==> src/rtl/load_store_unit_pkg.sv <==
`default_nettype none
// ============================================================================
// Package     : mips_pkg
// Description : Shared definitions for the MIPS load/store unit. Provides the
//               memory opcodes, FSM state encoding, access-size encoding, the
//               default bus timeout, and small decode helpers.
// Revision    : 1.0 - initial release
// ============================================================================
package mips_pkg;

    localparam logic [5:0] OP_LB  = 6'b100000;
    localparam logic [5:0] OP_LH  = 6'b100001;
    localparam logic [5:0] OP_LW  = 6'b100011;
    localparam logic [5:0] OP_LBU = 6'b100100;
    localparam logic [5:0] OP_LHU = 6'b100101;
    localparam logic [5:0] OP_SB  = 6'b101000;
    localparam logic [5:0] OP_SH  = 6'b101001;
    localparam logic [5:0] OP_SW  = 6'b101011;

    localparam int DEFAULT_TIMEOUT_CYCLES = 15;

    typedef enum logic [1:0] {
        ST_IDLE = 2'd0,
        ST_REQ  = 2'd1,
        ST_RESP = 2'd2
    } lsu_state_e;

    typedef enum logic [1:0] {
        SZ_BYTE = 2'd0,
        SZ_HALF = 2'd1,
        SZ_WORD = 2'd2
    } mem_size_e;

    typedef struct packed {
        logic      is_mem;
        logic      is_store;
        logic      is_signed;
        mem_size_e size;
    } mem_op_t;

    // Anything that is not one of the eight memory opcodes decodes as a no-op.
    function automatic mem_op_t decode_op(input logic [5:0] opcode);
        mem_op_t d;
        d           = '0;
        d.size      = SZ_WORD;
        case (opcode)
            OP_LB:  begin d.is_mem = 1'b1; d.is_signed = 1'b1; d.size = SZ_BYTE; end
            OP_LH:  begin d.is_mem = 1'b1; d.is_signed = 1'b1; d.size = SZ_HALF; end
            OP_LW:  begin d.is_mem = 1'b1; d.size = SZ_WORD; end
            OP_LBU: begin d.is_mem = 1'b1; d.size = SZ_BYTE; end
            OP_LHU: begin d.is_mem = 1'b1; d.size = SZ_HALF; end
            OP_SB:  begin d.is_mem = 1'b1; d.is_store = 1'b1; d.size = SZ_BYTE; end
            OP_SH:  begin d.is_mem = 1'b1; d.is_store = 1'b1; d.size = SZ_HALF; end
            OP_SW:  begin d.is_mem = 1'b1; d.is_store = 1'b1; d.size = SZ_WORD; end
            default: d.is_mem = 1'b0;
        endcase
        return d;
    endfunction

    function automatic logic is_aligned(input mem_size_e size, input logic [1:0] offset);
        case (size)
            SZ_BYTE: return 1'b1;
            SZ_HALF: return ~offset[0];
            default: return (offset == 2'b00);
        endcase
    endfunction

endpackage
`default_nettype wire

==> src/rtl/load_store_unit_if.sv <==
`default_nettype none
// ============================================================================
// Interface   : load_store_unit_if
// Description : Data-memory bus between the load/store unit (master) and the
//               data memory (slave).
//   mem_req/mem_we  request and write strobe      mem_addr   word address
//   mem_wdata       lane-steered store data       mem_be     byte enables
//   mem_ack         completion from memory        mem_rdata  read word
// Revision    : 1.0 - initial release
// ============================================================================
interface load_store_unit_if;
    logic        mem_req;
    logic        mem_we;
    logic [31:0] mem_addr;
    logic [31:0] mem_wdata;
    logic [3:0]  mem_be;
    logic        mem_ack;
    logic [31:0] mem_rdata;

    modport master (
        output mem_req, mem_we, mem_addr, mem_wdata, mem_be,
        input  mem_ack, mem_rdata
    );

    modport slave (
        input  mem_req, mem_we, mem_addr, mem_wdata, mem_be,
        output mem_ack, mem_rdata
    );
endinterface
`default_nettype wire

==> src/rtl/load_store_unit_align.sv <==
`default_nettype none
// ============================================================================
// Module      : ls_align
// Description : Purely combinational lane logic for big-endian memory access
//               (offset 0 = bits [31:24]).
//   Store side: st_size_i/st_offset_i/st_data_i -> be_o, wdata_o
//   Load side : ld_size_i/ld_signed_i/ld_offset_i/rdata_i -> result_o
// Revision    : 1.0 - initial release
// ============================================================================
module ls_align
    import mips_pkg::*;
(
    input  mem_size_e   st_size_i,
    input  logic [1:0]  st_offset_i,
    input  logic [31:0] st_data_i,
    output logic [3:0]  be_o,
    output logic [31:0] wdata_o,
    input  mem_size_e   ld_size_i,
    input  logic        ld_signed_i,
    input  logic [1:0]  ld_offset_i,
    input  logic [31:0] rdata_i,
    output logic [31:0] result_o
);

    logic [7:0]  w_byte;
    logic [15:0] w_half;

    // Store data is replicated across every lane; the byte enables pick the
    // lane the memory actually writes.
    always_comb begin
        be_o    = 4'b0000;
        wdata_o = 32'h0;
        case (st_size_i)
            SZ_BYTE: begin
                be_o    = 4'b1000 >> st_offset_i;
                wdata_o = {4{st_data_i[7:0]}};
            end
            SZ_HALF: begin
                be_o    = st_offset_i[1] ? 4'b0011 : 4'b1100;
                wdata_o = {2{st_data_i[15:0]}};
            end
            default: begin
                be_o    = 4'b1111;
                wdata_o = st_data_i;
            end
        endcase
    end

    always_comb begin
        w_byte   = 8'h0;
        w_half   = ld_offset_i[1] ? rdata_i[15:0] : rdata_i[31:16];
        result_o = rdata_i;
        case (ld_offset_i)
            2'd0:    w_byte = rdata_i[31:24];
            2'd1:    w_byte = rdata_i[23:16];
            2'd2:    w_byte = rdata_i[15:8];
            default: w_byte = rdata_i[7:0];
        endcase
        case (ld_size_i)
            SZ_BYTE: result_o = {{24{ld_signed_i & w_byte[7]}}, w_byte};
            SZ_HALF: result_o = {{16{ld_signed_i & w_half[15]}}, w_half};
            default: result_o = rdata_i;
        endcase
    end

endmodule
`default_nettype wire

==> src/rtl/load_store_unit.sv <==
`default_nettype none
// ============================================================================
// Module      : load_store_unit
// Description : MEM-stage load/store unit. Decodes the memory opcode, checks
//               alignment, runs one request on the data bus with a timeout,
//               and formats load data.
//   clk, reset (async, active-low)
//   issue/instruction/address/store_data : MEM-stage instruction
//   stall           : hold upstream pipeline
//   load_result/load_valid : formatted load data and completion pulse
//   misaligned/bus_error   : one-cycle fault pulses
//   mem             : data-memory bus (master side)
// Revision    : 1.0 - initial release
// ============================================================================
module load_store_unit
    import mips_pkg::*;
#(
    parameter int TIMEOUT_CYCLES = DEFAULT_TIMEOUT_CYCLES
) (
    input  logic        clk,
    input  logic        reset,
    input  logic        issue,
    input  logic [31:0] instruction,
    input  logic [31:0] address,
    input  logic [31:0] store_data,
    output logic        stall,
    output logic [31:0] load_result,
    output logic        load_valid,
    output logic        misaligned,
    output logic        bus_error,
    load_store_unit_if.master mem
);

    localparam int              CNT_W    = $clog2(TIMEOUT_CYCLES + 1);
    localparam logic [CNT_W-1:0] CNT_LAST = CNT_W'(TIMEOUT_CYCLES - 1);

    lsu_state_e       state_q, state_d;
    logic [CNT_W-1:0] cnt_q, cnt_d;
    logic [31:0]      addr_q, wdata_q, load_result_q;
    logic [3:0]       be_q;
    logic             we_q, signed_q;
    mem_size_e        size_q;
    logic [1:0]       offset_q;
    logic             load_valid_q, misaligned_q, bus_error_q;

    mem_op_t     w_op;
    logic        w_aligned, w_start, w_misalign, w_ack, w_timeout;
    logic [3:0]  w_be;
    logic [31:0] w_wdata, w_ld_result;
    logic        w_unused_instr;

    assign w_op           = decode_op(instruction[31:26]);
    assign w_aligned      = is_aligned(w_op.size, address[1:0]);
    assign w_start        = (state_q == ST_IDLE) && issue && w_op.is_mem && w_aligned;
    assign w_misalign     = (state_q == ST_IDLE) && issue && w_op.is_mem && !w_aligned;
    assign w_ack          = (state_q == ST_REQ) && mem.mem_ack;
    assign w_timeout      = (state_q == ST_REQ) && !mem.mem_ack && (cnt_q == CNT_LAST);
    assign w_unused_instr = ^instruction[25:0];

    ls_align u_align (
        .st_size_i   (w_op.size),
        .st_offset_i (address[1:0]),
        .st_data_i   (store_data),
        .be_o        (w_be),
        .wdata_o     (w_wdata),
        .ld_size_i   (size_q),
        .ld_signed_i (signed_q),
        .ld_offset_i (offset_q),
        .rdata_i     (mem.mem_rdata),
        .result_o    (w_ld_result)
    );

    always_comb begin
        state_d = state_q;
        cnt_d   = cnt_q;
        case (state_q)
            ST_IDLE: begin
                if (w_start) begin
                    state_d = ST_REQ;
                    cnt_d   = '0;
                end
            end
            ST_REQ: begin
                if (mem.mem_ack) begin
                    state_d = ST_RESP;
                end else if (cnt_q == CNT_LAST) begin
                    state_d = ST_IDLE;
                end else begin
                    cnt_d = cnt_q + 1'b1;
                end
            end
            ST_RESP: state_d = ST_IDLE;
            default: state_d = ST_IDLE;
        endcase
    end

    always_ff @(posedge clk or negedge reset) begin
        if (!reset) begin
            state_q <= ST_IDLE;
            cnt_q   <= '0;
        end else begin
            state_q <= state_d;
            cnt_q   <= cnt_d;
        end
    end

    // Request attributes are frozen at IDLE->REQ so the bus stays stable while
    // upstream is free to change its inputs.
    always_ff @(posedge clk or negedge reset) begin
        if (!reset) begin
            addr_q        <= 32'h0;
            wdata_q       <= 32'h0;
            be_q          <= 4'b0000;
            we_q          <= 1'b0;
            signed_q      <= 1'b0;
            size_q        <= SZ_BYTE;
            offset_q      <= 2'b00;
            load_result_q <= 32'h0;
            load_valid_q  <= 1'b0;
            misaligned_q  <= 1'b0;
            bus_error_q   <= 1'b0;
        end else begin
            misaligned_q <= w_misalign;
            bus_error_q  <= w_timeout;
            load_valid_q <= w_ack && !we_q;
            if (w_start) begin
                addr_q   <= {address[31:2], 2'b00};
                wdata_q  <= w_wdata;
                be_q     <= w_be;
                we_q     <= w_op.is_store;
                signed_q <= w_op.is_signed;
                size_q   <= w_op.size;
                offset_q <= address[1:0];
            end
            // Read data is only valid on the ack cycle, so format it then.
            if (w_ack && !we_q) begin
                load_result_q <= w_ld_result;
            end
        end
    end

    assign mem.mem_req   = (state_q == ST_REQ);
    assign mem.mem_we    = (state_q == ST_REQ) && we_q;
    assign mem.mem_be    = (state_q == ST_REQ) ? be_q : 4'b0000;
    assign mem.mem_addr  = addr_q;
    assign mem.mem_wdata = wdata_q;

    // Loads release the pipeline in RESP so the next instruction picks up
    // the result; stores hold it one more cycle.
    assign stall       = w_start || (state_q == ST_REQ) || ((state_q == ST_RESP) && we_q);
    assign load_result = load_result_q;
    assign load_valid  = load_valid_q;
    assign misaligned  = misaligned_q;
    assign bus_error   = bus_error_q;

endmodule
`default_nettype wire

==> src/flat_wrapper.sv <==
// flat-port wrapper written by rule: the top's interface ports become plain ports
module load_store_unit_flat import mips_pkg::*;
#(
    parameter int TIMEOUT_CYCLES = DEFAULT_TIMEOUT_CYCLES
)
  (clk, reset, issue, instruction, address, store_data, stall, load_result, load_valid, misaligned, bus_error, mem_mem_req, mem_mem_we, mem_mem_addr, mem_mem_wdata, mem_mem_be, mem_mem_ack, mem_mem_rdata);
  load_store_unit_if mem_i ();
  input  logic clk;
  input  logic reset;
  input  logic issue;
  input  logic [31:0] instruction;
  input  logic [31:0] address;
  input  logic [31:0] store_data;
  output logic stall;
  output logic [31:0] load_result;
  output logic load_valid;
  output logic misaligned;
  output logic bus_error;
  output wire logic [$bits(mem_i.mem_req)-1:0] mem_mem_req;
  output wire logic [$bits(mem_i.mem_we)-1:0] mem_mem_we;
  output wire logic [$bits(mem_i.mem_addr)-1:0] mem_mem_addr;
  output wire logic [$bits(mem_i.mem_wdata)-1:0] mem_mem_wdata;
  output wire logic [$bits(mem_i.mem_be)-1:0] mem_mem_be;
  input wire logic [$bits(mem_i.mem_ack)-1:0] mem_mem_ack;
  input wire logic [$bits(mem_i.mem_rdata)-1:0] mem_mem_rdata;
  assign mem_mem_req = mem_i.mem_req;
  assign mem_mem_we = mem_i.mem_we;
  assign mem_mem_addr = mem_i.mem_addr;
  assign mem_mem_wdata = mem_i.mem_wdata;
  assign mem_mem_be = mem_i.mem_be;
  assign mem_i.mem_ack = mem_mem_ack;
  assign mem_i.mem_rdata = mem_mem_rdata;
  load_store_unit #(.TIMEOUT_CYCLES(TIMEOUT_CYCLES)) u_core (.clk(clk), .reset(reset), .issue(issue), .instruction(instruction), .address(address), .store_data(store_data), .stall(stall), .load_result(load_result), .load_valid(load_valid), .misaligned(misaligned), .bus_error(bus_error), .mem(mem_i));
endmodule
==> config.mk <==
export PLATFORM = sky130hd
export DESIGN_NAME = load_store_unit_flat
export DESIGN_NICKNAME = d
export VERILOG_FILES = /design/src/rtl/load_store_unit_pkg.sv /design/src/rtl/load_store_unit_if.sv /design/src/rtl/load_store_unit_align.sv /design/src/rtl/load_store_unit.sv /design/src/flat_wrapper.sv
export SDC_FILE = /design/constraint.sdc
export NUM_CORES = 1
export LEC_CHECK = 0
export BUFFER_PORTS_ARGS = -buffer_cell sky130_fd_sc_hd__buf_4
export CORE_ASPECT_RATIO = 0.9
export CORE_UTILIZATION = 44
export DETAILED_ROUTE_END_ITERATION = 10
export PLACE_DENSITY = 0.77
export SLEW_MARGIN = 0
export SYNTH_ARGS = -nofsm -noshare
export SYNTH_HDL_FRONTEND = slang
export SYNTH_HIERARCHICAL = 1
export SYNTH_SLANG_ARGS = --single-unit
==> constraint.sdc <==
create_clock -name clk -period 1.6 [get_ports clk]
set_input_delay 0.32 -clock clk [delete_from_list [all_inputs] [get_ports clk]]
set_output_delay 0.32 -clock clk [all_outputs]
set_load 0.05 [all_outputs]
==> metrics.md <==
| Metric | Value |
|---|---|
| Status | complete, but fails checks |
| Failing checks | setup timing |
| Worst-Margin Slew | slightly above 600 ps |
| CP endpoint kind | output port |
| Clk buf depth | 2 |
| Final Hold Vio Count | 0 |
| Final setup violation count | around 120 |
| Worst reg2reg setup slack | -390 ps |
| TritonCTS clock tree | yes |
| Peak VDD IR | around 1.3 mV |
| Main synth FF type | dfrtp_1 |
| Hold Crit Class | in -> reg |
| Die height | between 100 and 150 um |
| Mean Syn Cell Area | about 13 um2 |
| GR Util All Layers | between 20% and 30% |
| R2R cell count | 7 |
| I/O pin count | between 200 and 250 |
| Share of cells above drive strength 1 | 66.7% |
| Clock transition at path regs | about 50 ps |
| RR Startpoint | u_core/state_q[1]$_DFFE_PN0P_ |
| Max cap viols | 0 |
| RSZ-0062 raised after global routing | yes |
| Metal-1 WL | between 6 and 7 mm |
| Final worst slack | -437 ps |
| DIE WIDTH | roughly 120 um |
| WP data required | 1280 ps |
| Initial Util | between 40% and 50% |
| Vias in the first global route | between 5,000 and 6,000 |
| Skew final | a little under 5 ps |
| Min-Delay Endpoint | u_core/bus_error$_DFF_PN0_ |
| Hold depth | 2 |
| Slew headroom | 59.2% |
| Detail Route met2 WL | just under 9 mm |
| Die area | between 10,000 and 15,000 um2 |
| Type of the worst setup path | reg -> out |
| Num CTS Buffers | 17 |
| Hold path startpoint | mem_mem_ack |
| Final HPWL from detailed placement | ~11 mm |
| Seq/Total Area, Yosys | about half |
| CTS sink count | ~110 |
| Core footprint | ~13,000 um2 |
| Post-route DRC | 0 |
| GP Congestion | ~0.83 |
| Arr. time, crit path | 1720 ps |
| Metal3 WL | roughly 1.5 mm |
| Overflow after GRT | 0 |
| Ant diodes | 0 |
| Static leakage | 4.38 nW |
| Fin crit share | 127% |
| Mapped Cells | between 400 and 500 |
| Via-to-Cell Ratio | around 5.3 |
| Routed via count | approximately 4,700 |
| H-Tree Depth | 4 |
| Drt pass-1 iters | 4 |
| Crit Path Max Fanout | 5 |
| Wirelength per Cell | ~20 um |
| Finished Cell Area | between 9000 and 10,000 um2 |
| Ys async rst share | between 90% and 100% |
| Fmax | between 400 and 500 MHz |
| Total routed wirelength | ~17 mm |
| Layout Nets | about 850 |
| Layout area overhead | 56.2% |
| Yosys cell types | 45 |
| Placed Area | between 7000 and 8000 um2 |
| Total Power | 13.9 mW |
| Fin. max-slew vios | 0 |
| Warnings, synthesis | 6 |
| EDFF count, synth | 0 |
| Syn Std Cell Area | between 5000 and 6000 um2 |
| DRT antenna net count | 0 |
| Final min period | about 2000 ps |
| Count of state elements after synthesis | 113 |
| Startpoint Class | flop |
| FP Rows | 39 |
| Setup WS pre-CTS | -361 ps |
| Initial antenna violation count | 0 |
| Port Buf Inserts | ~210 |
| PwrDens | approximately 1500 nW/um2 |
| Commonest non-fill, non-tap cells in the layout | 237 x buf_4, 111 x dfrtp_1, 78 x mux2_2, 50 x mux2_4, 23 x nand2_1 |
| Worst reg2reg endpoint | u_core/be_q[0]$_DFFE_PN0P_ |
| Wire length of the first global-routing pass | about 27 mm |
| Commonest non-fill, non-tap cell in the layout | buf_4 |
| Worst skew pair latency | 410 ps |
| Largest net degree at the start of global routing | 30 |
| Root buf cell | clkbuf_16 |
| Post-layout util | a little under three quarters |
| Initial DRC Count | ~250 |
| Highest metal used | met4 |
[how the worst max path moves through the flow]
stage	start	endpoint	slack [ps]	cells after the start
final	u_core/state_q[1]$_DFFE_PN0P_	mem_mem_be[1]	-440	7
after global routing	u_core/state_q[1]$_DFFE_PN0P_	mem_mem_be[1]	-490	7
after CTS	u_core/state_q[0]$_DFFE_PN0P_	stall	-420	5
after detailed placement	instruction[29]	u_core/mem.mem_addr[18]$_DFFE_PN0P_	-360	6
after global placement	instruction[29]	u_core/mem.mem_addr[20]$_DFFE_PN0P_	-300	6
after floorplan	u_core/state_q[1]$_DFFE_PN0P_	u_core/load_result[0]$_DFFE_PN0P_	-90	7
[cells in the mapped netlist, types with 4 or more instances]
cell type	instances	share of area (%)
dfrtp_1	113	48
buf_6	9	1.7
mux2_2	108	21
and2_1	5	0.54
buf_4	17	2.2
nand2_1	23	1.5
o21ai_0	11	0.94
o21bai_1	5	0.64
mux2_4	16	4.1
nand3_1	4	0.34
a21oi_2	18	2.7
o221ai_1	4	0.60
o22a_1	14	2.1
nor2_1	9	0.58
o221ai_2	4	1.0
nor3b_1	4	0.51
mux2_1	4	0.77
clkbuf_1	10	0.64
inv_1	4	0.26
mux2i_1	11	1.9
a22oi_1	8	1.0
nor2b_1	19	2.0
[registers in the layout, indices dropped and copies added (netlist names), 2 cells and up]
name,flops
u_core/be_q,4
u_core/cnt_q,4
u_core/load_result,32
u_core/mem.mem_addr,30
u_core/mem.mem_wdata,32
u_core/offset_q,2
u_core/size_q,2
u_core/state_q,2
[critical path, stage by stage, from the launching register on]
cell	delay (ps)
dfrtp_1	380
buf_4	140
buf_6	120
nor2b_4	130
buf_6	120
buf_6	110
and2_4	160
buf_8	140
[metal layers]
metal | GRT usage (%) | up-vias
met4 | 9.72 | 0
met3 | 9.26 | 28
li1 | - | 2141
met5 | 0 | -
met1 | 30.4 | 2353
met2 | 43.4 | 200
[where the power goes]
part           switching, mW  internal (mW)  leakage [nW]  total, mW
clock                   1.28           2.43         0.286       3.71
combinational           3.71           2.37          2.64       6.08
sequential             0.490           3.60          1.45       4.09
total                   5.48           8.39          4.38       13.9
[logic make-up after synthesis]
kind of cell	share of synthesized area [%]
flops	48.5
mux	27.6
compound gates	10.7
other cells	0.0643
simple gates	7.12
fa+ha+maj	0.429
buf+inv	5.23
xor+xnor	0.300
[per-stage QoR]
stage	hold slack [ps]	setup TNS, ps	cells
after floorplan	24.4	-3500	449
after global placement	291	-24740	822
after detailed placement	291	-29100	822
after CTS	78.6	-30930	882
after global routing	86.6	-46080	887
final	102	-38080	887
[layout make-up]
| type | count | area (um2) |
|---|---|---|
| Sequential cell | 113 | 2830 |
| Timing Repair Buffer | 281 | 2570 |
| Clock inverter | 6 | 80.1 |
| Fill cell | 876 | 3680 |
| Tap cell | 164 | 205 |
| Inverter | 5 | 18.8 |
| Clock buffer | 24 | 492 |
| Multi-Input combinational cell | 294 | 2910 |
[what timing repair did]
| action | in CTS | in global routing |
|---|---|---|
| setup endpoints to repair | 111 | 117 |
| buffers inserted | 18 | 5 |
| pin swaps | 6 | 1 |
| endpoints found under the hold margin | 25 | 0 |
| gates cloned | 11 | 2 |
| hold buffers | 1 | 0 |
| gates resized for setup | 50 | 14 |
(Power assumes the default switching activity.)
